===== src/rtl/reg_wb_arbiter_if.sv =====
// reg_wb_arbiter_if: register-file write-back bundle.
// Carries the primary write-back, the secondary valid/ready source and the merged write port.
//   master: drives p_valid/p_rd/p_data and s_valid/s_rd/s_data.
//           Observes p_stall, s_ready, regwrite, rd and writedata.
//   slave : the arbiter side, with every direction reversed.
interface reg_wb_arbiter_if;
  logic        p_valid;
  logic [4:0]  p_rd;
  logic [31:0] p_data;
  logic        p_stall;
  logic        s_valid;
  logic        s_ready;
  logic [4:0]  s_rd;
  logic [31:0] s_data;
  logic        regwrite;
  logic [4:0]  rd;
  logic [31:0] writedata;

  modport master (
    output p_valid,
    output p_rd,
    output p_data,
    input  p_stall,
    output s_valid,
    input  s_ready,
    output s_rd,
    output s_data,
    input  regwrite,
    input  rd,
    input  writedata
  );

  modport slave (
    input  p_valid,
    input  p_rd,
    input  p_data,
    output p_stall,
    input  s_valid,
    output s_ready,
    input  s_rd,
    input  s_data,
    output regwrite,
    output rd,
    output writedata
  );
endinterface


===== src/rtl/reg_wb_arbiter.sv =====
// reg_wb_arbiter: merges the in-order write-back with a FIFO-buffered long-latency source
// onto the single registered register-file write port.
// Ports:
//   clk - rising-edge clock.
//   rst - asynchronous, active-high reset.
//   wb  - reg_wb_arbiter_if.slave: primary write, secondary valid/ready, and the write port.
// Parameters:
//   DEPTH        - secondary FIFO entries; a power of two from 2 to 8.
//   STARVE_LIMIT - number of blocked cycles before a forced drain (1..15).
// Define REGWB_STARVE_GUARD_EN to add the starve counter and the one-cycle FORCE drain.
module reg_wb_arbiter #(
  parameter int DEPTH        = 2,
  parameter int STARVE_LIMIT = 4
) (
  input logic            clk,
  input logic            rst,
  reg_wb_arbiter_if.slave wb
);

  localparam int AW = (DEPTH > 1) ? $clog2(DEPTH) : 1;
  localparam int CW = $clog2(DEPTH + 1);

  typedef logic [AW-1:0] ptr_t;
  typedef logic [CW-1:0] cnt_t;

  logic [4:0]  mem_rd_q   [DEPTH];
  logic [31:0] mem_data_q [DEPTH];

  ptr_t wr_ptr_q;
  ptr_t wr_ptr_d;
  ptr_t rd_ptr_q;
  ptr_t rd_ptr_d;
  cnt_t count_q;
  cnt_t count_d;

  logic        full;
  logic        empty;
  logic        push;
  logic        pop;
  logic [4:0]  head_rd;
  logic [31:0] head_data;

  logic        gnt_v;
  logic [4:0]  gnt_rd;
  logic [31:0] gnt_data;

  logic        regwrite_q;
  logic [4:0]  rd_q;
  logic [31:0] writedata_q;

  assign full      = (count_q == cnt_t'(DEPTH));
  assign empty     = (count_q == '0);
  assign push      = wb.s_valid && !full;
  assign head_rd   = mem_rd_q[rd_ptr_q];
  assign head_data = mem_data_q[rd_ptr_q];

  // s_ready looks only at the current count, so a pop in the same
  // cycle does not open a slot early.
  assign wb.s_ready = !full;

  // Storage needs no reset; the pointers and count are what define
  // which entries are valid.
  always_ff @(posedge clk) begin
    if (push) begin
      mem_rd_q[wr_ptr_q]   <= wb.s_rd;
      mem_data_q[wr_ptr_q] <= wb.s_data;
    end
  end

  // DEPTH is a power of two, so the pointers wrap by natural overflow.
  always_comb begin
    wr_ptr_d = wr_ptr_q;
    rd_ptr_d = rd_ptr_q;
    count_d  = count_q;
    if (push) begin
      wr_ptr_d = wr_ptr_q + 1'b1;
    end
    if (pop) begin
      rd_ptr_d = rd_ptr_q + 1'b1;
    end
    unique case ({push, pop})
      2'b10:   count_d = count_q + 1'b1;
      2'b01:   count_d = count_q - 1'b1;
      default: count_d = count_q;
    endcase
  end

  always_ff @(posedge clk or posedge rst) begin
    if (rst) begin
      wr_ptr_q <= '0;
      rd_ptr_q <= '0;
      count_q  <= '0;
    end else begin
      wr_ptr_q <= wr_ptr_d;
      rd_ptr_q <= rd_ptr_d;
      count_q  <= count_d;
    end
  end

`ifdef REGWB_STARVE_GUARD_EN

  typedef enum logic {
    NORMAL = 1'b0,
    FORCE  = 1'b1
  } state_e;

  localparam logic [3:0] LIMIT = 4'(STARVE_LIMIT);

  state_e     state_q;
  state_e     state_d;
  logic [3:0] starve_q;
  logic [3:0] starve_d;
  logic [3:0] starve_inc;
  logic       p_stall_q;

  assign starve_inc = (starve_q == LIMIT) ? starve_q : starve_q + 4'd1;

  always_comb begin
    state_d  = state_q;
    starve_d = starve_q;
    pop      = 1'b0;
    gnt_v    = 1'b0;
    gnt_rd   = wb.p_rd;
    gnt_data = wb.p_data;
    unique case (state_q)
      NORMAL: begin
        if (wb.p_valid) begin
          gnt_v = 1'b1;
        end else if (!empty) begin
          pop      = 1'b1;
          gnt_v    = 1'b1;
          gnt_rd   = head_rd;
          gnt_data = head_data;
        end
        // Count only cycles where a queued entry loses to the pipeline.
        if (empty || !wb.p_valid) begin
          starve_d = '0;
        end else begin
          starve_d = starve_inc;
          if (starve_inc == LIMIT) begin
            state_d = FORCE;
          end
        end
      end
      FORCE: begin
        // The pipeline is held by p_stall, so its request is ignored.
        if (!empty) begin
          pop      = 1'b1;
          gnt_v    = 1'b1;
          gnt_rd   = head_rd;
          gnt_data = head_data;
        end
        state_d  = NORMAL;
        starve_d = '0;
      end
      default: begin
        state_d  = NORMAL;
        starve_d = '0;
      end
    endcase
  end

  always_ff @(posedge clk or posedge rst) begin
    if (rst) begin
      state_q   <= NORMAL;
      starve_q  <= '0;
      p_stall_q <= 1'b0;
    end else begin
      state_q   <= state_d;
      starve_q  <= starve_d;
      p_stall_q <= (state_d == FORCE);
    end
  end

  assign wb.p_stall = p_stall_q;

`else

  // Without the guard, the primary source always wins; the queue drains
  // only in idle pipeline cycles.
  logic unused_cfg;
  assign unused_cfg = (STARVE_LIMIT > 15);

  always_comb begin
    pop      = 1'b0;
    gnt_v    = 1'b0;
    gnt_rd   = wb.p_rd;
    gnt_data = wb.p_data;
    if (wb.p_valid) begin
      gnt_v = 1'b1;
    end else if (!empty) begin
      pop      = 1'b1;
      gnt_v    = 1'b1;
      gnt_rd   = head_rd;
      gnt_data = head_data;
    end
  end

  assign wb.p_stall = 1'b0;

`endif

  // A write to x0 is consumed normally but never enables the write.
  always_ff @(posedge clk or posedge rst) begin
    if (rst) begin
      regwrite_q  <= 1'b0;
      rd_q        <= '0;
      writedata_q <= '0;
    end else begin
      regwrite_q <= gnt_v && (gnt_rd != 5'd0);
      if (gnt_v) begin
        rd_q        <= gnt_rd;
        writedata_q <= gnt_data;
      end
    end
  end

  assign wb.regwrite  = regwrite_q;
  assign wb.rd        = rd_q;
  assign wb.writedata = writedata_q;

endmodule


===== src/flat_wrapper.sv =====
// flat-port wrapper written by rule: the top's interface ports become plain ports
module reg_wb_arbiter_flat 
#(
  parameter int DEPTH        = 2,
  parameter int STARVE_LIMIT = 4
)
  (clk, rst, wb_p_valid, wb_p_rd, wb_p_data, wb_p_stall, wb_s_valid, wb_s_ready, wb_s_rd, wb_s_data, wb_regwrite, wb_rd, wb_writedata);
  reg_wb_arbiter_if wb_i ();
  input logic clk;
  input logic rst;
  input wire logic [$bits(wb_i.p_valid)-1:0] wb_p_valid;
  input wire logic [$bits(wb_i.p_rd)-1:0] wb_p_rd;
  input wire logic [$bits(wb_i.p_data)-1:0] wb_p_data;
  output wire logic [$bits(wb_i.p_stall)-1:0] wb_p_stall;
  input wire logic [$bits(wb_i.s_valid)-1:0] wb_s_valid;
  output wire logic [$bits(wb_i.s_ready)-1:0] wb_s_ready;
  input wire logic [$bits(wb_i.s_rd)-1:0] wb_s_rd;
  input wire logic [$bits(wb_i.s_data)-1:0] wb_s_data;
  output wire logic [$bits(wb_i.regwrite)-1:0] wb_regwrite;
  output wire logic [$bits(wb_i.rd)-1:0] wb_rd;
  output wire logic [$bits(wb_i.writedata)-1:0] wb_writedata;
  assign wb_i.p_valid = wb_p_valid;
  assign wb_i.p_rd = wb_p_rd;
  assign wb_i.p_data = wb_p_data;
  assign wb_p_stall = wb_i.p_stall;
  assign wb_i.s_valid = wb_s_valid;
  assign wb_s_ready = wb_i.s_ready;
  assign wb_i.s_rd = wb_s_rd;
  assign wb_i.s_data = wb_s_data;
  assign wb_regwrite = wb_i.regwrite;
  assign wb_rd = wb_i.rd;
  assign wb_writedata = wb_i.writedata;
  reg_wb_arbiter #(.DEPTH(DEPTH), .STARVE_LIMIT(STARVE_LIMIT)) u_core (.clk(clk), .rst(rst), .wb(wb_i));
endmodule

===== config.mk =====
export PLATFORM = sky130hd
export DESIGN_NAME = reg_wb_arbiter_flat
export DESIGN_NICKNAME = d
export VERILOG_FILES = /design/src/rtl/reg_wb_arbiter_if.sv /design/src/rtl/reg_wb_arbiter.sv /design/src/flat_wrapper.sv
export SDC_FILE = /design/constraint.sdc
export NUM_CORES = 1
export LEC_CHECK = 0
export CAP_MARGIN = 40
export CORE_MARGIN = 1
export CORE_UTILIZATION = 48
export CTS_CLUSTER_SIZE = 16
export DETAILED_ROUTE_END_ITERATION = 8
export PLACE_DENSITY = 0.83
export SLEW_MARGIN = 25
export SYNTH_ARGS = -nofsm -noshare
export SYNTH_HDL_FRONTEND = slang
export SYNTH_SLANG_ARGS = --single-unit

===== constraint.sdc =====
create_clock -name clk -period 3.4 [get_ports clk]
set_clock_uncertainty 0.05 [all_clocks]
set_input_delay 0.68 -clock clk [delete_from_list [all_inputs] [get_ports clk]]
set_output_delay 0.68 -clock clk [all_outputs]
set_load 0.005 [all_outputs]

==> metrics, run 1 <==
simple-gate share of the synthesized area 6.90%; signal arrival time at the worst endpoint roughly 1.7 ns; Synth top area share about half; adder-cell share of the synthesized area less than 1%; Layout area overhead 41.8%; antenna fix cells 0; core area about 0.009 mm^2; Synth Flop Type edfxtp_1; synth top area cells edfxtp_1, dfrtp_1, mux2i_1, o21ai_0, a21oi_1; Least-Margin Pin Slew around 0.65 ns; vias per inst between 5 and 6; Setup CP Type register to output port; flop2flop setup slack ~1.4 ns; GPL Wtd Cong 0.739; die area just under 0.01 mm^2; PwrDens 843 mW/mm^2; share of post-route cells with drive strength above 1 about a tenth; min Tclk post-route 2.47 ns; PortBufs 116; largest family of logic cells by synthesized area multiplexers; f_max a little over 400 MHz; Root Driver clkbuf_8; largest net degree at the start of global routing 38; I/O pin count 118; post-synthesis mux area share ~9.0%; worst skew pair latency 0.50 ns; critical path endpoint category output port; Critical Path RT 2.67 ns; flops & latches, synth between 100 and 150; Syn Std Cell Area between 0.004 and 0.005 mm^2; Seq/Total Area, Yosys slightly above 70%; Yosys top cell by area edfxtp_1; drt total wl about 9400 um; outcome complete, no violations; crit start category register; Synth Area in XOR/XNOR less than 1%; Distinct cells, synth 25; Final Hold Viols 0; critical path fanouts, max 6; Hold-fix buffers, CTS 0; HPWL Detailed between 6000 and 7000 um; ys async rst share between 30% and 40%; Initial Util between 40% and 50%; site row count 35; CTS clk-pin slew, worst paths about 0.06 ns; DR iter-0 viols 137; Peak VDD IR a little over 0.0005 V; CTS buffer count 17; vias in the first global route roughly 3200; DP Area between 0.005 and 0.006 mm^2; global-route wire length before repair ~15000 um; post-CTS sizing 0; die width around 100 um; Initial DRT Pass Iterations 4; fin crit share roughly 73%; Vias 3046; endpoints failing setup 0; DRC viols 0; post-CTS setup buffers 0; Final TNS setup 0 ns; Post-Syn Instances around 340; Slew Viols, Final 0; clock tree from TritonCTS built; initial antenna violation count 0; Routed Antenna Nets 0; P_leak between 2 and 3 nW; maxcap violations 0; Finished Cell Area about 0.0065 mm^2; Synth Area in Compound Gates roughly 8.2%; Hold Path Class register to register; DR WL/cell 16.2 um; H-tree depth 4; Clock Tree Buf Depth 2; EDFF count, synth 74; Slew HR roughly 57%; clock sinks 116; total global-route track usage 20.6%; Final #Nets 539; Die H around 99 um; GR Overflow Total 0; Yosys Warn Count 0; RSZ-0062 raised after global routing false; Synth Net Count about 420; syn_area_per_cell about 14 um^2
[layer usage]
metal / track usage [%] / wire (um) / vias up
li1: - / - / 1446
met1: 22.5 / 3810 / 1471
met4: 11.4 / 213 / 0
met5: 0 / 0 / -
met3: 5.34 / 459 / 22
met2: 36.6 / 4950 / 107
[Yosys cell counts, drive strengths merged, types with 2 or more instances]
| master | instances |
|---|---|
| buf | 14 |
| clkbuf | 6 |
| mux2i | 36 |
| xnor2 | 4 |
| a21oi | 35 |
| edfxtp | 74 |
| o21ai | 36 |
| inv | 2 |
| dfrtp | 42 |
| mux2 | 4 |
| nor2 | 38 |
| nand2 | 37 |
[cell families after synthesis]
| logic type | Yosys count |
|---|---|
| AO/OA/AOI/OAI | 73 |
| XOR/XNOR | 5 |
| adder cells (fa/ha/maj) | 1 |
| buffers and inverters | 22 |
| flip-flops | 116 |
| multiplexers | 40 |
| other | 1 |
| AND/OR/NAND/NOR | 79 |
[area by class of cell]
class / count / area (um^2)
clock buffers: 23 / 477
clock inverters: 9 / 125
fillers: 645 / 2750
inverters: 2 / 7.51
multi-input cells: 199 / 1170
flip-flops and latches: 116 / 3270
well taps: 111 / 139
repair buffers: 124 / 1260
[cell usage in the layout, fill, tap and decap left out, types with 2 or more instances in the layout]
| cell | synthesis | final |
|---|---|---|
| dfrtp_1 | 42 | 41 |
| o21ai_0 | 36 | 36 |
| clkbuf_16 | 0 | 16 |
| clkbuf_8 | 0 | 5 |
| mux2_2 | 3 | 3 |
| mux2i_1 | 36 | 36 |
| nor2_1 | 37 | 36 |
| buf_4 | 5 | 6 |
| xnor2_1 | 4 | 4 |
| edfxtp_1 | 74 | 74 |
| a21oi_1 | 35 | 35 |
| clkinv_2 | 0 | 4 |
| buf_16 | 0 | 2 |
| clkdlybuf4s50_1 | 0 | 115 |
| nor2_4 | 0 | 2 |
| bufinv_16 | 0 | 3 |
| clkbuf_1 | 6 | 2 |
| clkinvlp_4 | 0 | 2 |
| nand2_1 | 37 | 37 |
[registers in the layout, summed over array words and instances (netlist names)]
name,flops
u_core.wb.rd,5
u_core.wb.writedata,32
u_core.mem_data_q,64
u_core.mem_rd_q,10
u_core.rd_ptr_q,1
u_core.count_q,2
u_core.wr_ptr_q,1
u_core.wb.regwrite,1
[where the power goes]
group          leakage [nW]  internal (mW)  switching [mW]
Combinational          1.05          0.784           0.715
Sequential             1.19           1.93           0.237
Clock                 0.294           1.19           0.583
Total                  2.53           3.90            1.53
[final timing paths]
kind | start | endpoint | depth (start not counted)
max in group asynchronous | rst | u_core.rd_ptr_q | 3
min in group asynchronous | rst | u_core.wb.writedata[11] | 2
min | u_core.wb.rd[0] | u_core.wb.rd[0] | 2
min reg2reg | u_core.wb.rd[0] | u_core.wb.rd[0] | 2
max reg2reg | u_core.rd_ptr_q | u_core.wb.writedata[28] | 5
max | u_core.count_q[0] | wb_s_ready | 2
[stage by stage]
| stage | cells | hold slack, ns | setup slack, ns | util [%] | total power, mW |
|---|---|---|---|---|---|
| final | 584 | 0.431 | 0.933 | 70.1 | 5.44 |
| after global routing | 584 | 0.460 | 0.865 | 70.1 | 5.73 |
| after CTS | 583 | 0.442 | 0.895 | 69.9 | 5.47 |
| after detailed placement | 551 | 0.430 | 1.01 | 63.3 | 3.67 |
| after global placement | 550 | 0.419 | 1.01 | 63.0 | 3.60 |
| after floorplan | 337 | 0.410 | 0.584 | - | 3.02 |
[critical path, stage by stage (launching register included)]
cell,delay [ns]
dfrtp_1,0.48
or2b_1,0.30
clkdlybuf4s50_1,0.45
(Power assumes the default switching activity.)
==> inputs of run 2 (changes only) <==
--- a/config.mk
+++ b/config.mk
@@ -7,10 +7,10 @@
 export LEC_CHECK = 0
 export CAP_MARGIN = 40
 export CORE_MARGIN = 1
-export CORE_UTILIZATION = 48
+export CORE_UTILIZATION = 44
 export CTS_CLUSTER_SIZE = 16
 export DETAILED_ROUTE_END_ITERATION = 8
-export PLACE_DENSITY = 0.83
+export PLACE_DENSITY = 0.8
 export SLEW_MARGIN = 25
 export SYNTH_ARGS = -nofsm -noshare
 export SYNTH_HDL_FRONTEND = slang
==> constraint.sdc (replaced) <==
create_clock -name clk -period 2.13 [get_ports clk]
set_clock_uncertainty 0.05 [all_clocks]
set_input_delay 0.426 -clock clk [delete_from_list [all_inputs] [get_ports clk]]
set_output_delay 0.426 -clock clk [all_outputs]
set_load 0.005 [all_outputs]
==> metrics, run 2 (synthesis results as in run 1) <==
Final TNS setup 0 ns; DRC viols 0; drt total wl ~9300 um; signal arrival time at the worst endpoint about 1.6 ns; die area about 0.011 mm^2; Finished Layout Cells roughly 600; worst path cell trace or2b_1 -> clkdlybuf4s50_1; Vias 3006; f_max between 400 and 500 MHz; fin crit share just under 100%; min Tclk post-route between 2 and 2.5 ns; clock sinks around 120; Die H a little over 100 um; most common cell after layout, fill and taps aside clkdlybuf4s50_1; Hold-fix buffers, CTS 0; Clock Tree Buf Depth 2; CTS buffer count 17; CP max stage delay ~0.45 ns; global-route wire length before repair roughly 15000 um; overall power ~8.4 mW; share of post-route cells with drive strength above 1 11.9%; worst hold slack 0.238 ns; PwrDens 1310 mW/mm^2; initial antenna violation count 0; RSZ-0062 raised after global routing false; Slew Viols, Final 0; Final Hold Viols 0; Slowest-stage cell, CP clkdlybuf4s50_1; Peak VDD IR between 0.0005 and 0.0006 V; DR iter-0 viols ~110; placed cell count just under 600; site row count 36; I/O pin count about 120; Root Driver clkbuf_8; Final #Nets 544; critical path endpoint category output port; Critical Path RT between 1.5 and 2 ns; outcome complete, no violations; critical path fanouts, max 3; Hold Path Class input pin to asynchronous set/reset pin; Initial DRT Pass Iterations 4; core area 0.00991 mm^2; CTS clk-pin slew, worst paths around 0.060 ns; max reg flops 64; Setup CP Type register to output port; Layout area overhead 41.9%; DR WL/cell about 15 um; die width approximately 100 um; commonest cells after routing, fill and taps aside clkdlybuf4s50_1, edfxtp_1, dfrtp_1; PortBufs about 120; worst skew pair latency 0.50 ns; largest net degree at the start of global routing 38; Largest Register u_core.mem_data_q; vias in the first global route between 3000 and 4000; Initial Util between 40% and 50%; vias per inst slightly below 5; clock tree from TritonCTS built; crit start category register; maxcap violations 0; GR Overflow Total 0; total global-route track usage between 10% and 20%; Routed Antenna Nets 0; GPL Wtd Cong slightly above 0.7; Slew HR between 60% and 70%; endpoints failing setup 0; H-tree depth 4; HPWL Detailed slightly above 6000 um; antenna fix cells 0; Least-Margin Pin Slew roughly 0.51 ns; P_leak ~2.5 nW
[run 2: report_power, final]
group | switching, mW | internal (mW)
logic | 1.27 | 1.30
clock network | 0.967 | 1.56
registers | 0.242 | 3.08
total | 2.48 | 5.95
[run 2: what timing repair did]
action	in CTS	in global routing
resized for setup	2	0
buffers inserted	2	0
setup endpoints to repair	1	0
[run 2: critical path: cells and delay by family (launching register included)]
kind / cells / cell delay (ns)
buffers and inverters: 1 / 0.45
flip-flops: 1 / 0.40
AND/OR/NAND/NOR: 1 / 0.25
[run 2: cell type report]
type / count / area, um^2
clock inverters: 13 / 111
clock buffers: 19 / 432
multi-input cells: 199 / 1170
well taps: 133 / 166
flip-flops and latches: 116 / 3280
repair buffers: 129 / 1290
fillers: 748 / 3450
inverters: 2 / 7.51
[run 2: path summary, 6_finish.rpt]
kind	depth (start not counted)	slack, ns	startpoint	end
worst max register to register	6	0.47	u_core.count_q[1]	u_core.count_q[1]
max in group asynchronous	3	1.29	rst	u_core.wb.writedata[26]
worst min-delay path	2	0.24	rst	u_core.wb.rd[3]
worst max-delay path	2	0.05	u_core.count_q[0]	wb_s_ready
min in group clk	4	0.41	wb_p_valid	u_core.wb.writedata[29]
worst min register to register	2	0.43	u_core.wb.rd[0]	u_core.wb.rd[0]
[run 2: layer usage]
metal / global-route usage, % / wire length, um / vias up
li1: - / - / 1461
met1: 20.3 / 3840 / 1444
met2: 33.2 / 4880 / 94
met3: 5.79 / 522 / 7
met4: 6.12 / 44 / 0
met5: 0 / 0 / -
[run 2: stage by stage]
| step | util (%) | setup WS (ns) | instance area, um^2 |
|---|---|---|---|
| final | 65.2 | 0.0541 | 6460 |
| after global routing | 65.2 | 0.00513 | 6460 |
| after CTS | 65.2 | 0.0139 | 6460 |
| after detailed placement | 59.5 | 0.324 | 5900 |
| after global placement | 59.5 | 0.349 | 5900 |
| after floorplan | - | 0.0849 | 4560 |
